$ cat src/rtl/iob_fifo2axis.sv
// Read-side adapter that turns an async FIFO pull port into a valid/ready stream with a 2-entry prefetch buffer.
// Optional beat/packet counters are compiled in when IOB_FIFO2AXIS_STATS_EN is defined.
module iob_fifo2axis #(
    parameter int unsigned DATA_W = 32,
    parameter int unsigned LEN_W  = 16
) (
    input  logic              clk,
    input  logic              rst_n,
    input  logic              en,
    input  logic [LEN_W-1:0]  len,
    input  logic              fifo_empty,
    output logic              fifo_read,
    input  logic [DATA_W-1:0] fifo_data,
    output logic              m_valid,
    output logic [DATA_W-1:0] m_data,
    output logic              m_last,
    input  logic              m_ready,
`ifdef IOB_FIFO2AXIS_STATS_EN
    input  logic              stats_clr,
    output logic [31:0]       beat_total,
    output logic [31:0]       pkt_total,
`endif
    output logic              busy
);

    localparam int unsigned OCC_W  = 2;
    localparam int unsigned DEPTH  = 2;

    typedef enum logic [1:0] {
        ST_IDLE  = 2'd0,
        ST_RUN   = 2'd1,
        ST_DRAIN = 2'd2
    } state_t;

    state_t             state;
    state_t             state_nxt;

    logic [OCC_W-1:0]   occ;
    logic               inflight;
    logic [DATA_W-1:0]  head_q;
    logic [DATA_W-1:0]  tail_q;
    logic [LEN_W-1:0]   cnt;
    logic [LEN_W-1:0]   last_idx;
    logic [OCC_W-1:0]   level;
    logic               xfer;

    // Stream handshake and packet boundary
    assign m_valid  = (occ != OCC_W'(0));
    assign m_data   = head_q;
    assign xfer     = m_valid & m_ready;
    assign last_idx = (len == LEN_W'(0)) ? LEN_W'(0) : (len - LEN_W'(1));
    assign m_last   = m_valid & (cnt == last_idx);

    // A beat leaving this cycle frees its slot, so a read may be issued into it for full throughput
    assign level     = occ + OCC_W'(inflight) - OCC_W'(xfer);
    assign fifo_read = rst_n & en & ~fifo_empty & (level < OCC_W'(DEPTH));

    // FSM state register
    always_ff @(posedge clk or negedge rst_n) begin
        if (!rst_n) begin
            state <= ST_IDLE;
        end else begin
            state <= state_nxt;
        end
    end

    // FSM next state and outputs
    always_comb begin
        state_nxt = state;
        busy      = 1'b0;
        case (state)
            ST_IDLE: begin
                if (en) begin
                    state_nxt = ST_RUN;
                end
            end
            ST_RUN: begin
                busy = 1'b1;
                if (!en) begin
                    state_nxt = ((occ != OCC_W'(0)) || inflight) ? ST_DRAIN : ST_IDLE;
                end
            end
            ST_DRAIN: begin
                busy = 1'b1;
                if (en) begin
                    state_nxt = ST_RUN;
                end else if ((occ == OCC_W'(0)) && !inflight) begin
                    state_nxt = ST_IDLE;
                end
            end
            default: begin
                state_nxt = ST_IDLE;
            end
        endcase
    end

    // Prefetch buffer: the read issued last cycle lands at the tail, the head feeds the stream
    always_ff @(posedge clk or negedge rst_n) begin
        if (!rst_n) begin
            inflight <= 1'b0;
            occ      <= OCC_W'(0);
            head_q   <= DATA_W'(0);
            tail_q   <= DATA_W'(0);
        end else begin
            inflight <= fifo_read;
            case ({inflight, xfer})
                2'b10: begin
                    if (occ == OCC_W'(0)) begin
                        head_q <= fifo_data;
                    end else begin
                        tail_q <= fifo_data;
                    end
                    occ <= occ + OCC_W'(1);
                end
                2'b01: begin
                    head_q <= tail_q;
                    occ    <= occ - OCC_W'(1);
                end
                2'b11: begin
                    if (occ == OCC_W'(1)) begin
                        head_q <= fifo_data;
                    end else begin
                        head_q <= tail_q;
                        tail_q <= fifo_data;
                    end
                end
                default: begin
                end
            endcase
        end
    end

    // Beat counter within the current packet; survives en toggling
    always_ff @(posedge clk or negedge rst_n) begin
        if (!rst_n) begin
            cnt <= LEN_W'(0);
        end else if (xfer) begin
            cnt <= m_last ? LEN_W'(0) : (cnt + LEN_W'(1));
        end
    end

`ifdef IOB_FIFO2AXIS_STATS_EN
    // Free-running traffic counters, clear wins over increment
    always_ff @(posedge clk or negedge rst_n) begin
        if (!rst_n) begin
            beat_total <= 32'd0;
            pkt_total  <= 32'd0;
        end else if (stats_clr) begin
            beat_total <= 32'd0;
            pkt_total  <= 32'd0;
        end else if (xfer) begin
            beat_total <= beat_total + 32'd1;
            if (m_last) begin
                pkt_total <= pkt_total + 32'd1;
            end
        end
    end
`endif

endmodule
$ cat config.mk
export PLATFORM = sky130hd
export DESIGN_NAME = iob_fifo2axis
export DESIGN_NICKNAME = d
export VERILOG_FILES = /design/src/rtl/iob_fifo2axis.sv
export SDC_FILE = /design/constraint.sdc
export NUM_CORES = 1
export LEC_CHECK = 0
export ABC_CLOCK_PERIOD_IN_PS = 2700
export BUFFER_PORTS_ARGS = -buffer_cell sky130_fd_sc_hd__buf_2
export CAP_MARGIN = 40
export CORE_MARGIN = 1
export CORE_UTILIZATION = 45
export DETAILED_ROUTE_END_ITERATION = 6
export PLACE_DENSITY = 0.69
export SLEW_MARGIN = 20
export SYNTH_ARGS = -nofsm -noshare
export SYNTH_HDL_FRONTEND = slang
export SYNTH_SLANG_ARGS = --single-unit
$ cat constraint.sdc
create_clock -name clk -period 2.7 [get_ports clk]
set_input_delay 0.135 -clock clk [delete_from_list [all_inputs] [get_ports clk]]
set_output_delay 0.135 -clock clk [all_outputs]
set_load 0.05 [all_outputs]
==> run_results.csv <==
group,metric,value,unit
run_status,outcome,"finished, final reports clean",
cts,clk_latency,0.36,ns
sta,fin_worst_skew,0.00986,ns
place,hpwlAfterDp,8820,um
global_routing,first_global_vias,4218,
die,die_y,105,um
setup_path,required,2.57,ns
setup_path,crit_chain,"buf_2 -> or4_1 -> o41ai_1 -> a221oi_1 -> nor2_1 -> o2111ai_1 -> nor4bb_4 -> buf_6",
yosys,synth_warnings,0,
setup_path,cp_num_buf_inv,2,
sta,hold_viol,0,
cts,cts_tree,"built",
sta,period_minus_slack,2.61,ns
route,dr_total_vias,4195,
layout,nFillCells,929,
die,die_area,11000,um2
route,routed_via_density,5.67,
route,post_drt_wl_per_cell,16.5,um
layout,layout-drive-gt1-share,36.9,%
cts,htree_levels,3,
yosys,yosysSeqAreaShare,44.8,%
die,fp.dieW,105,um
setup_path,crit_arrival,2.47,ns
sta,relSlewSlack,63.1,%
layout,nets,663,
global_routing,track_usage,23.2,%
yosys,postSynthCellCount,487,
sta,drv_slew,0,
global_routing,grt_pass1_wl,20400,um
cts,cts_made_buffers,9,
worst_hold_path,hold_path_startpoint,"fifo_data[8]",
layout,antenna_cells,0,
place,postPlaceCellArea,5660,um2
setup_path,r2r_start,"occ[1]",
yosys,yosysUniqueCellTypes,60,
yosys,syn-num-nets,551,
pwr,p_leak,2.66,nW
yosys,synth-async-reset-ratio,100,%
yosys,avgSynthCellArea,9.74,um2
layout,areaGrowthSynthToFinish,26.0,%
die,row_count,37,
setup_path,critPathCaptureType,"output pin",
die,core_area,10300,um2
cts,cts.clk_slew.worst_paths,0.10,ns
global_routing,overflow,0,
route,drcViolationCount,0,
sta,period_share,96.5,%
flow_run,cap_violations,0,
sta,setup_viol,0,
setup_path,start_kind,"input pin",
yosys,ys_ff_latch,85,
layout,design_area,5980,um2
yosys,synthesis.area,4750,um2
global_routing,antenna_found_initial,0,
layout,seq_area,2130,um2
place,numPortBuffers,88,
pwr,ir_worst_vdd,0.000735,V
setup_path,r2r_setup_slack,0.28,ns
route,routed_wl,12200,um
worst_hold_path,worstHoldPathType,"in2reg",
setup_path,reg2regPathDepth,9,
setup_path,crit_fanout,5,
sta,setup_tns,0,ns
yosys,yosys_most_used_dff,"dfrtp_1",
cts,cts_buffer_depth,2,
setup_path,criticalPathCategory,"in2out",
layout,final_core_util,58.2,%
sta,fmax,384,MHz
global_routing,grt_max_degree,65,
yosys,synth-edff-count,0,
die,initial_core_util,46.2,%
sta,worst_slew_pin_slew,0.553,ns
setup_path,rr_endpoint,"cnt[11]",
setup_path,cpLargestDelayFamily,"simple AND/OR/NAND/NOR gates",
setup_path,cp_slowest_cell,"or4_1",
setup_path,crit_path_end,"m_last",
cts,cts-root-buf,"clkbuf_8",
setup_path,cpPeakStageDelay,0.61,ns
place,gp_congestion,0.946,
cts,cts.sink_count,85,
setup_path,startpoint,"len[3]",
die,ios,89,
route,dr.pass1.iters,5,
route,ant_nets,0,
layout,multi_input_comb_area,2640,um2
setup_path,cp.depth,8,
route,drt_iter0_drc,322,
pwr,p_per_area,966,nW/um2
[what timing repair did]
item,CTS,global route
buffers inserted,0,3
hold endpoints to repair,16,0
pin swaps,0,4
resized for setup,3,13
hold buffers,2,0
endpoints found under the setup margin,1,1
[registers in the layout, summed over array words and instances (netlist names)]
name / flops
tail_q: 32
m_data: 32
cnt: 16
occ: 2
inflight: 1
state: 2
[cells in the final DEF, fill, tap and decap left out, drive strengths merged, types with 5 or more instances in the layout]
master / count
nand4: 7
nor2: 22
xor2: 10
and3: 8
nand2b: 6
inv: 14
clkbuf: 9
o21ai: 45
nor4: 10
dfrtp: 85
a21oi: 22
buf: 128
mux2: 32
nor3: 8
a22oi: 32
nand3: 8
ha: 11
nand2: 61
xnor2: 18
or3: 5
o2111ai: 5
[area by class of cell]
cell class,count,area share (%)
multi-input combinational,361,44.1
sequential,85,35.6
timing repair buffer,130,13.1
tap,136,2.85
clock buffer,9,2.07
clock inverter,7,1.36
inverter,12,0.858
[cell usage after synthesis (all sizes together) (3+ instances only)]
| master | number | area [um2] |
|---|---|---|
| a211oi | 4 | 30.0 |
| a21oi | 22 | 110 |
| a22oi | 32 | 240 |
| and3 | 8 | 51.3 |
| buf | 8 | 60.1 |
| clkbuf | 21 | 78.8 |
| dfrtp | 85 | 2130 |
| ha | 11 | 138 |
| inv | 12 | 45.0 |
| mux2 | 32 | 360 |
| nand2 | 61 | 236 |
| nand2b | 6 | 37.5 |
| nand3 | 8 | 40.0 |
| nand4 | 7 | 43.8 |
| nand4b | 3 | 26.3 |
| nor2 | 22 | 82.6 |
| nor3 | 8 | 40.0 |
| nor3b | 3 | 22.5 |
| nor4 | 10 | 83.8 |
| o2111ai | 5 | 43.8 |
| o211ai | 4 | 30.0 |
| o21ai | 45 | 225 |
| o41ai | 3 | 26.3 |
| or2 | 4 | 25.0 |
| or3 | 5 | 31.3 |
| or4 | 4 | 30.0 |
| xnor2 | 18 | 158 |
| xor2 | 10 | 87.6 |
[where the power goes]
part / switching (W) / leakage, nW / internal (W) / total [W]
sequential: 0.000304 / 1.06 / 0.00178 / 0.00209
clock: 0.000492 / 0.106 / 0.000442 / 0.000934
combinational: 0.00182 / 1.49 / 0.000927 / 0.00275
total: 0.00262 / 2.66 / 0.00315 / 0.00577
[metrics by stage]
step                      total power [W]  instances  hold WS [ns]  worst slack, ns
final                             0.00577        740        0.0200           0.0935
after global routing              0.00614        740       0.00769          -0.0583
after global placement            0.00474        719        0.0283           -0.103
after floorplan                   0.00416        487        -0.161           -0.292
after detailed placement          0.00486        719        0.0313          -0.0712
after CTS                         0.00580        737       0.00333           0.0308
[routing by layer]
metal  GRT usage [%]  wire, um  vias up
met3            6.61       758        9
met5               0         0        -
met2            38.8      5910      130
li1                -         -     2002
met1            29.9      5410     2054
met4            5.03       112        0
[cells by family (layout without fill, tap and decap cells)]
kind of cell / after synthesis / in the layout / synth area share [%]
fa+ha+maj: 11 / 11 / 2.90
simple gates: 154 / 154 / 16.7
mux: 33 / 33 / 7.80
buf+inv: 41 / 158 / 3.88
compound gates: 135 / 135 / 18.8
xor+xnor: 28 / 28 / 5.17
flops: 85 / 85 / 44.8
[worst min path at each step]
stage	to	slack, ns	cells after the start
floorplan	cnt[0]	-0.16	0
detailed placement	cnt[14]	0.03	1
CTS	tail_q[7]	0.003	2
global placement	cnt[15]	0.03	1
finish	tail_q[8]	0.02	2
global route	tail_q[3]	0.008	2
No activity file was read; power rests on OpenSTA's default activity.
